File: config.mk
export PLATFORM = sky130hd
export DESIGN_NAME = efgh_round_engine
export DESIGN_NICKNAME = d
export VERILOG_FILES = /design/src/rtl/efgh_round_engine.sv
export SDC_FILE = /design/constraint.sdc
export NUM_CORES = 1
export LEC_CHECK = 0
export ABC_AREA = 0
export CORE_MARGIN = 5
export CORE_UTILIZATION = 39
export CTS_CLUSTER_SIZE = 12
export DETAILED_ROUTE_END_ITERATION = 10
export DONT_BUFFER_PORTS = 1
export HOLD_SLACK_MARGIN = 0.03
export MAX_ROUTING_LAYER = met4
export PLACE_DENSITY = 0.64
export SLEW_MARGIN = 20
export SYNTH_ARGS = -nofsm -noshare
export SYNTH_HDL_FRONTEND = slang
export SYNTH_SLANG_ARGS = --single-unit
File: constraint.sdc
create_clock -name clk -period 9.75 [get_ports clk]
set_input_delay 0.4875 -clock clk [delete_from_list [all_inputs] [get_ports clk]]
set_output_delay 0.4875 -clock clk [all_outputs]
set_load 0.02 [all_outputs]
File: src/rtl/efgh_round_engine.sv
// Iterative SHA-2 e/f/g/h half-round engine: one compression round per accepted kw beat.
// Optional build macro EFGH_FEEDFORWARD_EN adds the init words back into efgh_out (Davies-Meyer).
module efgh_round_engine #(
    parameter int WORD_W  = 32,
    parameter int NROUNDS = 64,
    parameter int CNT_W   = 8
) (
    input  logic                  clk,
    input  logic                  rst,
    input  logic                  start,
    input  logic [4*WORD_W-1:0]   init_efgh,
    input  logic                  kw_valid,
    input  logic [WORD_W-1:0]     kw,
    input  logic [WORD_W-1:0]     d,
    output logic                  kw_ready,
    output logic                  t1_valid,
    output logic [WORD_W-1:0]     t1,
    output logic [CNT_W-1:0]      round_idx,
    output logic                  busy,
    output logic                  done,
    output logic [4*WORD_W-1:0]   efgh_out
);

    generate
        if (WORD_W != 32 && WORD_W != 64) begin : g_bad_word_w
            $error("efgh_round_engine: WORD_W must be 32 or 64");
        end
        if (NROUNDS < 1 || NROUNDS > 255) begin : g_bad_nrounds
            $error("efgh_round_engine: NROUNDS must be in 1..255");
        end
        if ((1 << CNT_W) <= NROUNDS) begin : g_bad_cnt_w
            $error("efgh_round_engine: CNT_W too narrow for NROUNDS");
        end
    endgenerate

    // Big-sigma-1 rotation amounts: SHA-256 uses 6/11/25, SHA-512 uses 14/18/41.
    localparam int ROT_A = (WORD_W == 64) ? 14 : 6;
    localparam int ROT_B = (WORD_W == 64) ? 18 : 11;
    localparam int ROT_C = (WORD_W == 64) ? 41 : 25;

    typedef enum logic [1:0] {
        IDLE = 2'd0,
        RUN  = 2'd1,
        DONE = 2'd2
    } state_t;

    state_t             state;
    logic [CNT_W-1:0]   cnt;
    logic [WORD_W-1:0]  e_q, f_q, g_q, h_q;

    logic [WORD_W-1:0]  sigma1;
    logic [WORD_W-1:0]  ch;
    logic [WORD_W-1:0]  t1_next;
    logic [WORD_W-1:0]  e_next;
    logic               last_beat;
    logic [4*WORD_W-1:0] final_efgh;

    assign sigma1 = ((e_q >> ROT_A) | (e_q << (WORD_W - ROT_A)))
                  ^ ((e_q >> ROT_B) | (e_q << (WORD_W - ROT_B)))
                  ^ ((e_q >> ROT_C) | (e_q << (WORD_W - ROT_C)));
    assign ch        = (e_q & f_q) ^ (~e_q & g_q);
    assign t1_next   = h_q + kw + sigma1 + ch;
    assign e_next    = d + t1_next;
    assign last_beat = (cnt == CNT_W'(NROUNDS - 1));

`ifdef EFGH_FEEDFORWARD_EN
    logic [4*WORD_W-1:0] init_q;

    // Final words are the post-round values, summed word-wise with the block's starting words.
    assign final_efgh = {e_next + init_q[4*WORD_W-1:3*WORD_W],
                         e_q    + init_q[3*WORD_W-1:2*WORD_W],
                         f_q    + init_q[2*WORD_W-1:WORD_W],
                         g_q    + init_q[WORD_W-1:0]};

    always_ff @(posedge clk or posedge rst) begin
        if (rst) begin
            init_q <= '0;
        end else if (state == IDLE && start) begin
            init_q <= init_efgh;
        end
    end
`else
    assign final_efgh = {e_next, e_q, f_q, g_q};
`endif

    assign kw_ready = (state == RUN);
    assign busy     = (state != IDLE);

    always_ff @(posedge clk or posedge rst) begin
        if (rst) begin
            // NOTE: every register here is a plain flop (no memory array), so all of it is cleared on reset.
            state     <= IDLE;
            cnt       <= '0;
            e_q       <= '0;
            f_q       <= '0;
            g_q       <= '0;
            h_q       <= '0;
            t1        <= '0;
            round_idx <= '0;
            t1_valid  <= 1'b0;
            done      <= 1'b0;
            efgh_out  <= '0;
        end else begin
            // NOTE: pulses default low each cycle; non-blocking so every branch sees pre-edge state.
            t1_valid <= 1'b0;
            done     <= 1'b0;
            case (state)
                IDLE: begin
                    if (start) begin
                        {e_q, f_q, g_q, h_q} <= init_efgh;
                        cnt                  <= '0;
                        state                <= RUN;
                    end
                end
                RUN: begin
                    if (kw_valid) begin
                        e_q       <= e_next;
                        f_q       <= e_q;
                        g_q       <= f_q;
                        h_q       <= g_q;
                        t1        <= t1_next;
                        round_idx <= cnt;
                        t1_valid  <= 1'b1;
                        cnt       <= cnt + 1'b1;
                        if (last_beat) begin
                            state    <= DONE;
                            done     <= 1'b1;
                            efgh_out <= final_efgh;
                        end
                    end
                end
                DONE: begin
                    state <= IDLE;
                end
                default: begin
                    state <= IDLE;
                end
            endcase
        end
    end

endmodule

**After elaboration in Yosys (flattened, before gate mapping)**

Index checks and enable logic that the tools add are counted.

- Register bits after elaboration: 308
- Output and inout bits: 172
- Logic and storage cells: 61

- Add/subtract/negate cells: 5
- Eq/ne operators: 5
- Multiplexer cells: 24
- Bitwise gates (word level): 9
- Reductions and logical operators: 7

Operators with widths:

| kind | count |
|---|---|
| $mux 32 | 8 |
| $pmux 32 s2 | 4 |
| $add 32x32->32 | 4 |
| $xor 32x32->32 | 3 |
| $and 32x32->32 | 2 |
| $not 32->32 | 1 |
| $or 21x32->32 | 1 |
| $or 26x32->32 | 1 |
| $or 7x32->32 | 1 |
| $mux 8 | 2 |
| $pmux 8 s2 | 1 |
| $reduce_and 3->1 | 3 |
| $add 8x1->8 const B | 1 |
| $eq 8x6->1 const B | 1 |
| $mux 2 | 3 |
| $mux 1 | 5 |
| $ne 2x2->1 const B | 2 |
| $pmux 2 s2 | 1 |
| $reduce_bool 2->1 | 2 |
| $eq 2x1->1 const B | 1 |
| $logic_not 2->1 | 1 |
| $ne 2x1->1 const B | 1 |
| $reduce_and 2->1 | 1 |

**Depth between registers and ports, before layout**

Gate-level depths: netlist (run 1).

- Word-level depth: 8
- Depth in mapped cells: 28

**Worst setup path after synthesis (run 1)**

No wires, ideal clock.

- Path type: flip-flop to flip-flop
- From: reg e_q[12]
- To: reg efgh_out[127]
- Setup time: 0.132 ns
- Arrival: 5.844 ns
- Data required time: 9.618 ns
- Slack: 3.774 ns
- Cell stages (with the launch flop): 29
- Clock period less this slack: 5.976 ns
- Cell sequence: dfrtp_1 clkbuf_1 xor2_1 xnor2_1 fa_1 inv_1 fa_1 ha_1 inv_1 fa_1 nor2b_1 o31ai_4 nand2b_1 a21o_1 a2111oi_4 o31ai_1 a31oi_1 xnor2_1 ha_1 clkbuf_1 nand2_1 nor2_1 a221o_1 a221o_1 o31ai_4 nor2_1 a211oi_2 xor2_1 o21ai_1

- Longest elaborated chain between the ends: 6
- Elaborated cells between the ends (all ways): 12
- Classes of those cells: add/sub (3); bitwise (9)

Ends and longest elaborated chain:

| item | line | text |
|---|---|---|
| start, declared | 49 | `logic [WORD_W-1:0] e_q, f_q, g_q, h_q;` |
| start signal, assigned | 110 | `{e_q, f_q, g_q, h_q} <= init_efgh;` |
| start signal, assigned | 117 | `e_q <= e_next;` |
| $or 21x32->32 or $or 26x32->32 (tied branches) | 59, 58 |  |
| $xor 32x32->32 | 59 | `^ ((e_q >> ROT_B) \| (e_q << (WORD_W - ROT_B)))` |
| $xor 32x32->32 | 60 | `^ ((e_q >> ROT_C) \| (e_q << (WORD_W - ROT_C)));` |
| $add 32x32->32 | 62 | `assign t1_next = h_q + kw + sigma1 + ch;` |
| $add 32x32->32 * | 62 |  |
| named net t1_next[19] | 53 | `logic [WORD_W-1:0] t1_next;` |
| $add 32x32->32 * | 63 | `assign e_next = d + t1_next;` |
| end signal, assigned | 128 | `efgh_out <= final_efgh;` |
| end, declared | 21 | `output logic [4*WORD_W-1:0] efgh_out` |

Mark *: on every way through the listed nets, which the timed path passes. The rest lies on a longest branch.
A chain may end at the register's enable or synchronous reset.

**Final worst setup path (run 1)**

- From: reg e_q[11]
- To: reg efgh_out[127]

Same word-level chain as after synthesis.

==> impl_metrics.csv, run 1 <==
group,metric,value,unit
setup_path,cp.depth,25,
sta,final_critical_delay_including_setup_and_external_delays,7.017,ns
drt,drc,0,
sta,slew_headroom,0.3156,
setup_path,worst_ep_arrival_time,7.42,ns
sta,timing_hold_violations_final,0,
setup_path,r2r.worst_path.cells,25,
sta,final_min_period_over_clock_period,0.7197,
cts,cts_buffers,37,
setup_path,timing.critical_path.from_type,"flop",
grt,grt.overflow.total,0,
grt,use_met1,0.3227,
setup_path,crit_path_max_incr_delay,0.83,ns
setup_path,critical_path_class,"flop to flop",
drt,post_drt_via_cell_ratio,5.415,
cts,cts_resized,0,
synthesis,cell_count_after_synthesis,2116,
worst_hold_path,hold_path_class,"primary input to flop",
setup_path,critical_path.slowest_cell,"dfrtp_1",
layout,fin_nets,2367,
setup_path,timing.critical_path.from,"e_q[11]",
place,io_buffers,0,
layout,layout-area-overhead-vs-synth,8.916,%
setup_path,timing.critical_path.to_type,"flop",
cts,cts-root-to-sink-buffers,3,
run,timing.max_cap.violations,0,
setup_path,critical_path.n_buffers_inverters,2,
setup_path,timing.rr.start,"e_q[11]",
floorplan,cell_row_count,79,
sta,finalSetupViolations,0,
setup_path,worst_path_dominant_cell_family,"compound AO/OA/AOI/OAI gates",
setup_path,cp.required,10.15,ns
drt,wl_per_cell,24.71,um
layout,area.sequential,7707,um2
synthesis,yosys_warnings,0,
cts,cts.hold.buffers_added,1,
floorplan,io-pin-count,368,
grt,grt_start_max_net_pins,100,
layout,drive_above_1_share,0.06093,
cts,root_buffer,"clkbuf_16",
cts,ctsHtreeMaxLevel,2,
sta,achievable-frequency,142.5,MHz
synthesis,synth.cell_area,18190,um2
synthesis,seq_area_frac_synth,0.4238,
worst_hold_path,worst_hold_startpoint,"init_efgh[70]",
floorplan,fp.coreArea,46360,um2
grt,global_route.usage.met2,0.4195,
floorplan,start_util,0.3923,
drt,drt_iter0_markers,1221,
grt,globalRoute.busiestLayer,"met2",
sta,worst_clk_skew,0.02670,ns
synthesis,avg_synthesized_cell_area,8.595,um2
floorplan,die_h,225.9,um
cts,cts_sinks,308,
setup_path,r2r_end,"efgh_out[127]",
synthesis,synth_enable_flop_cells,0,
sta,finalSetupTns,0,ns
setup_path,r2r_setup_slack,2.73,ns
drt,total_iterations_of_the_first_detailed_routing_run,5,
setup_path,critical_path.endpoint,"efgh_out[127]",
place,place_congestion,0.9681,
grt,grt_first_pass_wirelength,96850,um
grt,first_global_vias,14670,
synthesis,synth_ff_type,"dfrtp_1",
grt,grt_usage,0.2625,
setup_path,crit_fanout,7,
run_status,run_status,"complete, no violations",
sta,max_slew.worst_pin.slew,1.027,ns
synthesis,post_synth_cell_types,61,
synthesis,synth-seq-cells,308,
layout,layout.filler_cells,4609,
sta,unrepaired_setup_endpoints_after_global_routing,"false",
floorplan,die_width,225.9,um
layout,multi_input_comb_area,9514,um2
drt,totalWireLength,66450,um
drt,route.vias.total,14560,
sta,final_max_slew_viols,0,
cts,clk_pin_slew,0.06,ns
floorplan,die_area,51050,um2
synthesis,async_reset_ff_frac,1.000,
place,dp_hpwl,50020,um
drt,antenna_left,0,
cts,tritoncts,"yes",
grt,antenna_found_initial,13,
cts,clock_insertion_delay_worst_skew,0.56,ns
cts,cts.repair_timing.setup_buffer_count,0,
synthesis,synth.net_count,2438,
grt,routing_usage_on_met3,0.06798,
layout by cell type (no fill, tap or decap), types with 11 or more instances in the layout:
cell / Yosys / layout
nor2_1: 165 / 164
xor2_1: 58 / 58
o21a_1: 12 / 12
o21ai_0: 41 / 41
ha_1: 63 / 63
fa_1: 63 / 63
nand2_1: 678 / 676
mux2_2: 32 / 32
diode_2: 0 / 14
nand3_1: 17 / 17
a21oi_1: 61 / 61
and3_1: 11 / 11
clkbuf_16: 0 / 38
mux2i_1: 23 / 23
inv_1: 130 / 128
buf_4: 0 / 17
xnor2_1: 72 / 72
a31oi_1: 118 / 118
dfrtp_1: 308 / 308
a21o_1: 28 / 28
kinds of logic after synthesis:
logic type,synth area share
compound gates,0.1183
fa+ha+maj,0.1127
xor+xnor,0.06261
mux,0.03247
buf+inv,0.05442
flops,0.4238
simple gates,0.1957
cells in the mapped netlist (2+ instances only):
cell / count / area (um2)
mux2i_1: 23 / 230.2
clkbuf_1: 122 / 457.9
buf_1: 4 / 15.01
a221oi_2: 2 / 30.03
xnor2_1: 72 / 630.6
a211oi_1: 6 / 45.04
o31ai_2: 2 / 25.02
or3_1: 3 / 18.77
a31oi_1: 118 / 738.2
a221o_1: 3 / 30.03
dfrtp_1: 308 / 7707
o21ai_1: 10 / 50.05
nor2_1: 165 / 619.3
o31ai_1: 3 / 22.52
nand2_1: 678 / 2545
a41oi_1: 2 / 17.52
a21boi_0: 2 / 15.01
or2_2: 3 / 18.77
ha_1: 63 / 788.3
nand2b_1: 5 / 31.28
nor3_1: 10 / 50.05
o21ai_0: 41 / 205.2
o21bai_1: 6 / 45.04
o21a_1: 12 / 90.09
o211ai_1: 8 / 60.06
buf_2: 2 / 10.01
mux2_2: 32 / 360.4
nor2b_1: 3 / 18.77
nand4_1: 6 / 37.54
inv_1: 130 / 488.0
and2_1: 5 / 31.28
o31ai_4: 2 / 42.54
and3_1: 11 / 68.82
a211o_1: 2 / 17.52
a21oi_2: 2 / 17.52
nand3_1: 17 / 85.08
a311oi_1: 2 / 17.52
a21oi_1: 61 / 305.3
a21o_1: 28 / 210.2
xor2_1: 58 / 508.0
fa_1: 63 / 1261
and4_1: 2 / 17.52
how the worst min path moves through the flow:
| stage | endpoint | slack (ns) | cells after the start |
|---|---|---|---|
| 3_5_place_dp | round_idx[4] | 0.51 | 2 |
| 6_report | f_q[6] | 0.08 | 2 |
| 5_1_grt | f_q[29] | 0.06 | 2 |
| 4_1_cts | f_q[3] | 0.04 | 2 |
| 3_3_place_gp | efgh_out[4] | 0.51 | 2 |
| 2_1_floorplan | round_idx[4] | 0.47 | 2 |
sequential cells by signal, indices dropped and copies added, names as in the netlist:
register,count
efgh_out,128
round_idx,8
done,1
t1_valid,1
state,2
f_q,32
g_q,32
e_q,32
h_q,32
cnt,8
t1,32
per-layer routing:
metal  routed length [um]  part of all wire  up-vias
li1                     -                 -     6741
met4                 2678             0.040        0
met5                    0                 0        -
met3                 5214             0.078      119
met2                32200              0.48      510
met1                26350              0.40     7191
final cells by class:
cell class,count,area share
timing repair buffer,19,0.007517
inverter,132,0.02565
sequential,308,0.3891
antenna,14,0.001769
multi-input combinational,1547,0.4803
clock inverter,12,0.005496
tap,607,0.03834
clock buffer,50,0.05180
through the flow:
step | worst slack, ns | hold slack [ns] | cell area [um2] | utilization | std cells
after floorplan | 0.7465 | 0.4736 | 18190 | - | 2116
after global placement | 2.804 | 0.5084 | 18620 | 0.4017 | 2612
after detailed placement | 2.743 | 0.5132 | 18620 | 0.4017 | 2612
after CTS | 2.743 | 0.04450 | 19770 | 0.4264 | 2675
after global routing | 2.357 | 0.06451 | 19810 | 0.4272 | 2688
final | 2.733 | 0.07804 | 19810 | 0.4273 | 2689
Power of run 1 is left out: the tool's default activity adds up to more than one toggle a clock period on the data nets, which glitch-free logic cannot reach.
==> run 2: changes to the inputs <==
--- a/config.mk
+++ b/config.mk
@@ -5,7 +5,7 @@
 export SDC_FILE = /design/constraint.sdc
 export NUM_CORES = 1
 export LEC_CHECK = 0
-export ABC_AREA = 0
+export ABC_AREA = 1
 export CORE_MARGIN = 5
 export CORE_UTILIZATION = 39
 export CTS_CLUSTER_SIZE = 12
@@ -13,7 +13,7 @@
 export DONT_BUFFER_PORTS = 1
 export HOLD_SLACK_MARGIN = 0.03
 export MAX_ROUTING_LAYER = met4
-export PLACE_DENSITY = 0.64
+export PLACE_DENSITY = 0.66
 export SLEW_MARGIN = 20
 export SYNTH_ARGS = -nofsm -noshare
 export SYNTH_HDL_FRONTEND = slang
==> constraint.sdc (replaced) <==
create_clock -name clk -period 6.2 [get_ports clk]
set_input_delay 0.31 -clock clk [delete_from_list [all_inputs] [get_ports clk]]
set_output_delay 0.31 -clock clk [all_outputs]
set_load 0.02 [all_outputs]
==> run 2 against run 1 <==
  * Sequential share of layout area shrank 4.0 points
  * Synthesized area grew 6.7%
  * Die area grew 6.4%
  * Critical path depth shrank 1
  * Routed wire length grew 12%
  * Design area grew 12%
  * Core utilization grew 2.3 points
  * Global-route usage grew 1.4 points
  * Clock skew shrank 0.00086 ns
  * Sequential cell count is the same
  * First-iteration DRC count grew 12%
  * Largest cell class unchanged
==> impl_metrics.csv, run 2 <==
group,metric,value,unit
synthesis,synth_top_cell_by_area,"dfrtp_1",
synthesis,synth-seq-cells,308,
layout,layout.filler_cells,4830,
drt,total_iterations_of_the_first_detailed_routing_run,5,
cts,ctsHtreeMaxLevel,2,
worst_hold_path,hold_path_class,"primary input to flop",
sta,timing_hold_violations_final,0,
setup_path,crit_fanout,6,
floorplan,die_width,233.0,um
cts,cts.repair_timing.setup_buffer_count,0,
grt,antenna_found_initial,15,
synthesis,synth_ff_type,"dfrtp_1",
drt,met3_wirelength,6269,um
cts,root_buffer,"clkbuf_16",
synthesis,yosys_warnings,0,
synthesis,yosysMostFrequentCell,"nand2_1",
cts,cts_buffers,37,
setup_path,path_cells,"xnor2_1 > xor2_1 > fa_1 > inv_1 > fa_1 > ha_1 > inv_1 > fa_1 > o21bai_2 > nand3_1 > nand2_1 > nand2_1 > nand2_1 > xor2_1 > ha_1 > nand2_1 > inv_1 > a21oi_1 > nand3_1 > a21oi_1 > xor2_1 > nand2_1 > nand2_1 > o21ai_1",
run_status,run_status,"complete, no violations",
setup_path,worst_path_dominant_cell_family,"adder cells",
sta,unrepaired_setup_endpoints_after_global_routing,"false",
synthesis,synth_enable_flop_cells,0,
synthesis,synth_top_area_share,0.3973,
floorplan,die_area,54300,um2
drt,drc,0,
drt,route.vias.total,16700,
setup_path,timing.critical_path.from_type,"flop",
drt,route.met2.wl,32710,um
place,place_congestion,0.9681,
setup_path,critical_path.slowest_cell,"fa_1",
drt,post_drt_via_cell_ratio,5.285,
sta,final_min_period_over_clock_period,0.9577,
floorplan,die_h,233.0,um
synthesis,synth.net_count,2731,
synthesis,avg_synthesized_cell_area,8.053,um2
drt,antenna_left,0,
cts,clock_insertion_delay_worst_skew,0.56,ns
synthesis,main_area_contributors_after_synthesis,"dfrtp_1 (40%), nand2_1 (12%), inv_1 (6.7%)",
setup_path,cp.required,6.59,ns
run,timing.max_cap.violations,0,
sta,achievable-frequency,168.4,MHz
sta,finalSetupTns,0,ns
setup_path,critical-path-top-cell-by-count,"nand2_1",
grt,grt_start_max_net_pins,164,
synthesis,post_synth_most_frequent_cells,"nand2_1 (642), inv_1 (345), dfrtp_1 (308), o21ai_1 (149), nor2_1 (108)",
grt,grt.overflow.total,0,
grt,grt_usage,0.2763,
grt,grt_first_pass_wirelength,108400,um
cts,tritoncts,"yes",
sta,slew_headroom,0.2874,
layout,largest_register_ffs,128,
sta,final_critical_delay_including_setup_and_external_delays,5.938,ns
layout,largest-register,"efgh_out",
synthesis,async_reset_ff_frac,1.000,
drt,met1_length,32620,um
floorplan,io-pin-count,368,
setup_path,critical_path_class,"flop to flop",
layout,fin_nets,2781,
sta,setup_ws,0.2621,ns
synthesis,seq_area_frac_synth,0.3973,
synthesis,synth.cell_area,19400,um2
setup_path,critical_path.n_buffers_inverters,3,
grt,first_global_vias,16730,
drt,totalWireLength,74450,um
layout,final_util,0.4504,
floorplan,fp.coreArea,49050,um2
setup_path,worst_ep_arrival_time,6.33,ns
layout,layout.cells.most_common_list,"nand2_1 (640), inv_1 (343), dfrtp_1 (305)",
place,dp_hpwl,57600,um
setup_path,r2r_setup_slack,0.26,ns
place,place_ws,0.09350,ns
setup_path,crit_path_max_incr_delay,0.51,ns
synthesis,cell_count_after_synthesis,2409,
place,place_area,19780,um2
sta,max_slew.worst_pin.slew,1.069,ns
floorplan,start_util,0.3955,
cts,cts_sinks,308,
cts,clk_pin_slew,0.07,ns
layout,postLayoutCellArea,22090,um2
setup_path,timing.critical_path.to_type,"flop",
layout,most_common_cell_after_layout_fill_and_taps_aside,"nand2_1",
sta,final_max_slew_viols,0,
layout,drive_above_1_share,0.07416,
sta,worst_clk_skew,0.02584,ns
synthesis,post_synth_cell_types,43,
drt,top_signal_layer_used,"met4",
drt,drt_iter0_markers,1367,
layout,layout-area-overhead-vs-synth,13.88,%
place,io_buffers,0,
cts,cts-root-to-sink-buffers,3,
sta,finalSetupViolations,0,
drt,wl_per_cell,23.56,um
floorplan,cell_row_count,81,
## run 2: changes by cell type after synthesis, sizes merged, moves of 31 or more
| cell | before | now |
|---|---|---|
| clkbuf | 122 | 65 |
| mux2 | 32 | 0 |
| o21ai | 51 | 320 |
| nand2 | 678 | 644 |
| a31oi | 118 | 7 |
| o211ai | 8 | 96 |
| nand3 | 17 | 53 |
| inv | 131 | 362 |
| nor2 | 165 | 111 |
| buf | 7 | 56 |
| xnor2 | 72 | 41 |
## run 2: routing by layer
metal,GRT usage,vias up
met4,0.09692,0
met2,0.4069,619
li1,-,7796
met1,0.3696,8149
met3,0.07456,136
met5,-,-
## run 2: repair_timing
item / CTS / global route
endpoints found under the setup margin: 0 / 12
endpoints found under the hold margin: 135 / 0
resized for setup: 0 / 9
hold buffers: 113 / 0
## run 2: cell type report
cell class	instances	area [um2]	share of cell area
well taps	664	830.8	0.03761
multi-input cells	1617	9704	0.4393
clock inverters	9	83.83	0.003795
clock buffers	52	1032	0.04672
repair buffers	132	1311	0.05935
flip-flops and latches	308	7711	0.3490
inverters	363	1381	0.06252
diodes	15	37.54	0.001699
## run 2: cell families after synthesis
kind of cell / after synthesis / share of synthesized area
flops: 308 / 0.3973
buf+inv: 484 / 0.1039
xor+xnor: 106 / 0.04786
fa+ha+maj: 126 / 0.1056
simple gates: 845 / 0.1731
compound gates: 540 / 0.1722
## run 2: metrics by stage
stage | instances | hold slack, ns
2_1_floorplan | 2409 | 0.4661
3_3_place_gp | 2971 | 0.2542
3_5_place_dp | 2971 | 0.2635
4_1_cts | 3145 | 0.03008
5_1_grt | 3159 | 0.03537
6_report | 3160 | 0.04188
## run 2: worst paths after layout
kind,from,to,cells after the start
worst max-delay path,e_q[26],e_q[19],24
worst min-delay path,init_efgh[107],e_q[11],2
min in group asynchronous,rst,f_q[4],2
max in group asynchronous,rst,e_q[29],3
worst min register to register,h_q[26],h_q[26],2
worst max register to register,e_q[26],e_q[19],24
Power of run 2 is left out for the same reason.
